[config.mk]
export PLATFORM = sky130hd
export DESIGN_NAME = ysyx_23060025_icache
export DESIGN_NICKNAME = d
export VERILOG_FILES = /design/src/rtl/ysyx_23060025_icache.sv
export SDC_FILE = /design/constraint.sdc
export NUM_CORES = 2
export LEC_CHECK = 0
export ABC_CLOCK_PERIOD_IN_PS = 5000
export CAP_MARGIN = 10
export CORE_ASPECT_RATIO = 1.2
export CORE_MARGIN = 2
export CORE_UTILIZATION = 45
export CTS_BUF_LIST = sky130_fd_sc_hd__clkbuf_16
export DETAILED_ROUTE_END_ITERATION = 8
export GPL_ROUTABILITY_DRIVEN = 0
export GPL_TIMING_DRIVEN = 0
export HOLD_SLACK_MARGIN = 0.06
export PLACE_DENSITY = 0.66
export SLEW_MARGIN = 20
export SYNTH_ARGS = -nofsm -noshare
export SYNTH_HDL_FRONTEND = slang
export SYNTH_SLANG_ARGS = --single-unit
[constraint.sdc]
create_clock -name clock -period 5 [get_ports clock]
set_clock_uncertainty 0.15 [all_clocks]
set_input_delay 1 -clock clock [delete_from_list [all_inputs] [get_ports clock]]
set_output_delay 1 -clock clock [all_outputs]
set_load 0.01 [all_outputs]
[src/rtl/ysyx_23060025_icache.sv]
// Direct-mapped read-only instruction cache between the IFU fetch port and an
// AXI4-style read master; refills whole lines in order and supports fence.i.
module ysyx_23060025_icache #(
  parameter int ADDR_WIDTH = 32,
  parameter int DATA_WIDTH = 32,
  parameter int LINE_WORDS = 4,
  parameter int SET_NUM    = 16
) (
  input  logic                  clock,
  input  logic                  reset,
  input  logic                  in_psel,
  input  logic [ADDR_WIDTH-1:0] in_paddr,
  output logic                  in_pready,
  output logic [DATA_WIDTH-1:0] in_prdata,
  input  logic                  fence_i,
  output logic                  mem_arvalid,
  input  logic                  mem_arready,
  output logic [ADDR_WIDTH-1:0] mem_araddr,
  output logic [7:0]            mem_arlen,
  output logic [2:0]            mem_arsize,
  output logic [1:0]            mem_arburst,
  input  logic                  mem_rvalid,
  output logic                  mem_rready,
  input  logic [DATA_WIDTH-1:0] mem_rdata,
  input  logic                  mem_rlast,
  output logic [31:0]           hit_cnt,
  output logic [31:0]           miss_cnt,
  output logic [2:0]            dbg_state_o
);
  localparam int OFF_W = $clog2(LINE_WORDS * 4);
  localparam int IDX_W = $clog2(SET_NUM);
  localparam int WRD_W = $clog2(LINE_WORDS);
  localparam int TAG_W = ADDR_WIDTH - OFF_W - IDX_W;

  typedef enum logic [2:0] {
    IDLE    = 3'd0,
    LOOKUP  = 3'd1,
    MISS_AR = 3'd2,
    REFILL  = 3'd3,
    RESP    = 3'd4
  } state_e;

  state_e                  state_q;
  logic [ADDR_WIDTH-1:2]   req_addr_q;
  logic [SET_NUM-1:0]      valid_q;
  logic [TAG_W-1:0]        tag_q  [SET_NUM];
  logic [DATA_WIDTH-1:0]   data_q [SET_NUM][LINE_WORDS];
  logic                    fence_pend_q;
  logic                    hit_q;
  logic [WRD_W-1:0]        beat_q;
  logic                    pready_q;
  logic [DATA_WIDTH-1:0]   prdata_q;
  logic                    arvalid_q;
  logic                    rready_q;
  logic [ADDR_WIDTH-1:0]   araddr_q;
  logic [31:0]             hit_cnt_q;
  logic [31:0]             miss_cnt_q;

  logic [IDX_W-1:0] in_idx, req_idx;
  logic [WRD_W-1:0] in_word, req_word;
  logic [TAG_W-1:0] in_tag, req_tag;
  logic             in_hit;
  logic             unused_low;

  assign in_idx   = in_paddr[OFF_W +: IDX_W];
  assign in_word  = in_paddr[2 +: WRD_W];
  assign in_tag   = in_paddr[ADDR_WIDTH-1 -: TAG_W];
  assign req_idx  = req_addr_q[OFF_W +: IDX_W];
  assign req_word = req_addr_q[2 +: WRD_W];
  assign req_tag  = req_addr_q[ADDR_WIDTH-1 -: TAG_W];
  assign unused_low = ^in_paddr[1:0];

  // Tag check is done on the incoming address at acceptance so the hit
  // response can be registered and still appear during the LOOKUP cycle.
  assign in_hit = valid_q[in_idx] && (tag_q[in_idx] == in_tag);

  always_ff @(posedge clock) begin
    if (reset) begin
      state_q      <= IDLE;
      req_addr_q   <= '0;
      valid_q      <= '0;
      fence_pend_q <= 1'b0;
      hit_q        <= 1'b0;
      beat_q       <= '0;
      pready_q     <= 1'b0;
      prdata_q     <= '0;
      arvalid_q    <= 1'b0;
      rready_q     <= 1'b0;
      araddr_q     <= '0;
      hit_cnt_q    <= '0;
      miss_cnt_q   <= '0;
    end else begin
      pready_q <= 1'b0;
      if (fence_i) fence_pend_q <= 1'b1;
      unique case (state_q)
        IDLE: begin
          if (fence_pend_q || fence_i) begin
            valid_q      <= '0;
            fence_pend_q <= 1'b0;
          end else if (in_psel) begin
            req_addr_q <= in_paddr[ADDR_WIDTH-1:2];
            hit_q      <= in_hit;
            state_q    <= LOOKUP;
            if (in_hit) begin
              pready_q <= 1'b1;
              prdata_q <= data_q[in_idx][in_word];
            end
          end
        end
        LOOKUP: begin
          if (hit_q) begin
            hit_cnt_q <= hit_cnt_q + 32'd1;
            state_q   <= IDLE;
          end else begin
            miss_cnt_q <= miss_cnt_q + 32'd1;
            arvalid_q  <= 1'b1;
            araddr_q   <= {req_addr_q[ADDR_WIDTH-1:OFF_W], {OFF_W{1'b0}}};
            state_q    <= MISS_AR;
          end
        end
        MISS_AR: begin
          if (mem_arready) begin
            arvalid_q <= 1'b0;
            rready_q  <= 1'b1;
            beat_q    <= '0;
            state_q   <= REFILL;
          end
        end
        REFILL: begin
          if (mem_rvalid) begin
            data_q[req_idx][beat_q] <= mem_rdata;
            beat_q <= beat_q + 1'b1;
            if (mem_rlast) begin
              tag_q[req_idx]   <= req_tag;
              valid_q[req_idx] <= 1'b1;
              rready_q         <= 1'b0;
              pready_q         <= 1'b1;
              // The requested word may be the beat arriving right now.
              prdata_q <= (beat_q == req_word) ? mem_rdata : data_q[req_idx][req_word];
              state_q  <= RESP;
            end
          end
        end
        RESP:    state_q <= IDLE;
        default: state_q <= IDLE;
      endcase
    end
  end

  assign in_pready   = pready_q;
  assign in_prdata   = prdata_q;
  assign mem_arvalid = arvalid_q;
  assign mem_araddr  = araddr_q;
  assign mem_arlen   = 8'(LINE_WORDS - 1);
  assign mem_arsize  = 3'b010;
  assign mem_arburst = 2'b01;
  assign mem_rready  = rready_q;
  assign hit_cnt     = hit_cnt_q;
  assign miss_cnt    = miss_cnt_q;
  assign dbg_state_o = state_q;
endmodule

==> out/metrics.yaml <==
status: "finished, violations left"
violations: "setup timing"
clock_latency_ps: 880
hp-class: "reg -> reg"
crit_family: "buffers and inverters"
r2r-end: "in_prdata[3]"
grt.met1_usage: 0.386
ys_async_sr_fraction: 0
rr_worst_depth: 10
ys_seq_elements: 2616
vias: 69200
post-place-ws_ps: -2130
cts-htree-levels: 5
hold_slack_ps: 305
drv_slew: 0
period_share: 1.03
worst-path-max-fanout: 10
synth-xor-area-share: 0.00608
ys.warnings.count: 0
die_width_um: 469
holdPathEnd: "mem_araddr[25]"
syn_area_per_cell_um2: 20.1
synth_cells: 5801
synth_ff_type: "edfxtp_1"
arrival_ps: 5770
port_buffers: 192
synth_compound_area_frac: 0.0295
holdCritStartpoint: "mem_araddr[25]"
top_usage_layer: "met2"
whs_path_depth: 2
nets: 6525
wirelength_mm: 399
crit_required_ps: 5640
dp_hpwl_mm: 289
io_pins: 218
gr-usage-met2: 0.459
worst_pin_slew_ps: 1270
synthAdderAreaFrac: 0.000643
grt.met3_usage: 0.0660
start_util: 0.453
coreArea_um2: 258000
routedWlPerCell_um: 39.5
grt_max_degree: 66
dpl.cell_count: 9577
ys_seq_area_frac: 0.657
synthMuxAreaShare: 0.264
path_clk_slew_ps: 70
leakage_nw: 41.9
crit_type: "reg -> reg"
end_kind: "flip-flop"
clk_path_buf_depth: 4
rsz0062_at_grt: "false"
crit_chain: "buf_2, clkbuf_2, clkbuf_1, clkdlybuf4s15_1, mux4_2, a221oi_1, a31oi_1, a21oi_1, a311oi_1, mux2_4"
clock_sinks: 2616
drc: 0
slew_headroom: 0.156
synth_cell_type_count: 66
antenna_found_initial: 33
areaGrowthSynthToFinish_pct: 16.6
viasPerCell: 6.86
ir_drop_mv: 0.371
synth_top_family_by_area: "multiplexers"
maxCapViolCount: 0
fp.dieH_um: 562
final_layout_size_suffix_gt1_frac: 0.333
die_area_um2: 263000
final_common_cell: "edfxtp_1"
slowest_delay_ps: 910
first_global_vias: 69400
layout.cells.non_filler: 10100
rows: 204
setup.worst_path.start_class: "flip-flop"
mostFrequentLayoutCells: "edfxtp_1 (2,432), mux4_2 (1,252), clkbuf_16 (278)"
netlist_area_um2: 117000
yosys.area_share.simple: 0.0244
drtAntennaViolNets: 0
synth_edf_count: 2432
reg2reg_slack_ps: -130
grt_overflow: 0
numCtsBuffers: 269
grt_pass1_wl_mm: 548
fmax_ghz: 0.195
cts_root_buf: "clkbuf_16"
track_usage: 0.301
period_needed_ps: 5130
cpMaxStageDelayCell: "clkdlybuf4s15_1"
drtIter0Drc: 10600
hold_viol_final: 0
setup_viol: 14
drtPass1Iterations: 6
p_per_area_nw_per_um2: 353
cts_tree: "built"
setup_ws_ps: -133
critPathBufInv: 4
## power by group
part / internal (W) / switching (W) / total [W]
Sequential: 0.0239 / 0.000104 / 0.0240
Clock: 0.0111 / 0.00860 / 0.0197
Combinational: 0.00164 / 0.00271 / 0.00435
Total: 0.0367 / 0.0114 / 0.0481
## per-stage QoR
stage	util	TNS, ps	area [um^2]	total power, W
2_1_floorplan	-	0	117000	0.0268
3_3_place_gp	0.477	-4634840	123000	0.0287
3_5_place_dp	0.494	-75100	127000	0.0288
4_1_cts	0.528	0	136000	0.0481
5_1_grt	0.528	0	136000	0.0491
6_report	0.528	-809	136000	0.0481
## repair_timing
item | CTS | global route
endpoints found under the setup margin | 485 | 136
hold buffers | 0 | 0
cloned | 0 | 0
resized for setup | 49 | 22
pin swaps | 0 | 1
setup buffers | 0 | 2
## area by class of cell
class | instances | area [um^2]
diodes | 53 | 133
repair buffers | 364 | 5660
clock inverters | 191 | 1450
plain buffers | 453 | 2210
inverters | 17 | 63.8
flip-flops and latches | 2616 | 76700
multi-input cells | 2727 | 38700
fillers | 19800 | 121000
well taps | 3399 | 4250
clock buffers | 278 | 6960
## how the worst max path moves through the flow
stage                           start            end  slack, ps  cells after the start
after global routing        flip-flop   in_prdata[3]          5                     10
after detailed placement  in_paddr[6]  in_prdata[20]      -2130                     11
after global placement    in_paddr[6]   in_prdata[5]      -2720                     11
after CTS                   flip-flop   in_prdata[3]          2                     10
final                       flip-flop   in_prdata[3]       -130                     10
after floorplan           in_paddr[5]  in_prdata[24]        960                     11
## per-layer routing
metal  up-vias  routed length (um)  part of all wire
li1      26200                   -                 -
met1     36600              137000              0.34
met2      5233              185000              0.46
met3      1116               44600              0.11
met4        12               32800             0.082
met5         -                  85           0.00021
## cell families after synthesis
kind of cell / count (synthesis)
buffers and inverters: 473
XOR/XNOR: 81
AO/OA/AOI/OAI: 509
adder cells (fa/ha/maj): 6
AND/OR/NAND/NOR: 615
multiplexers: 1499
flip-flops: 2616
other: 2
## state kept, by name (all words and copies together) (netlist names), 2 cells and up, named ones only
| register | flops |
|---|---|
| tag_q | 384 |
| data_q | 2048 |
| req_addr_q | 30 |
| dbg_state_o | 3 |
| hit_cnt | 32 |
| mem_araddr | 28 |
| miss_cnt | 32 |
| in_prdata | 32 |
| valid_q | 16 |
| beat_q | 2 |
## cell usage after synthesis, types with 9 or more instances
library cell | n | share of area
edfxtp_1 | 2432 | 0.63
mux4_2 | 1252 | 0.24
clkbuf_1 | 238 | 0.0077
nor2_1 | 218 | 0.0070
mux2i_1 | 203 | 0.017
dfxtp_1 | 184 | 0.032
nand2_1 | 179 | 0.0058
a21oi_1 | 152 | 0.0065
buf_2 | 104 | 0.0045
a221oi_1 | 100 | 0.0075
o21ai_0 | 86 | 0.0037
buf_1 | 77 | 0.0025
nor2b_1 | 74 | 0.0040
xor2_1 | 46 | 0.0035
a31oi_1 | 43 | 0.0023
nand3_1 | 41 | 0.0018
a22o_1 | 35 | 0.0026
xnor2_1 | 35 | 0.0026
a311oi_1 | 31 | 0.0023
buf_4 | 28 | 0.0018
mux2_4 | 27 | 0.0035
inv_1 | 16 | 0.00051
mux2_2 | 16 | 0.0015
and3_1 | 15 | 0.00080
nand4_1 | 13 | 0.00070
nand2b_1 | 12 | 0.00064
nor3_1 | 12 | 0.00051
or3_1 | 11 | 0.00059
and4_1 | 10 | 0.00075
o22ai_1 | 10 | 0.00054
a22oi_1 | 9 | 0.00058
buf_6 | 9 | 0.00087
## worst min-delay path, stage by stage, from the launching register on
cell,delay [ps]
dfxtp_1,310
nand2_1,50
a21oi_1,50
Power figures use the tool's default switching activity.
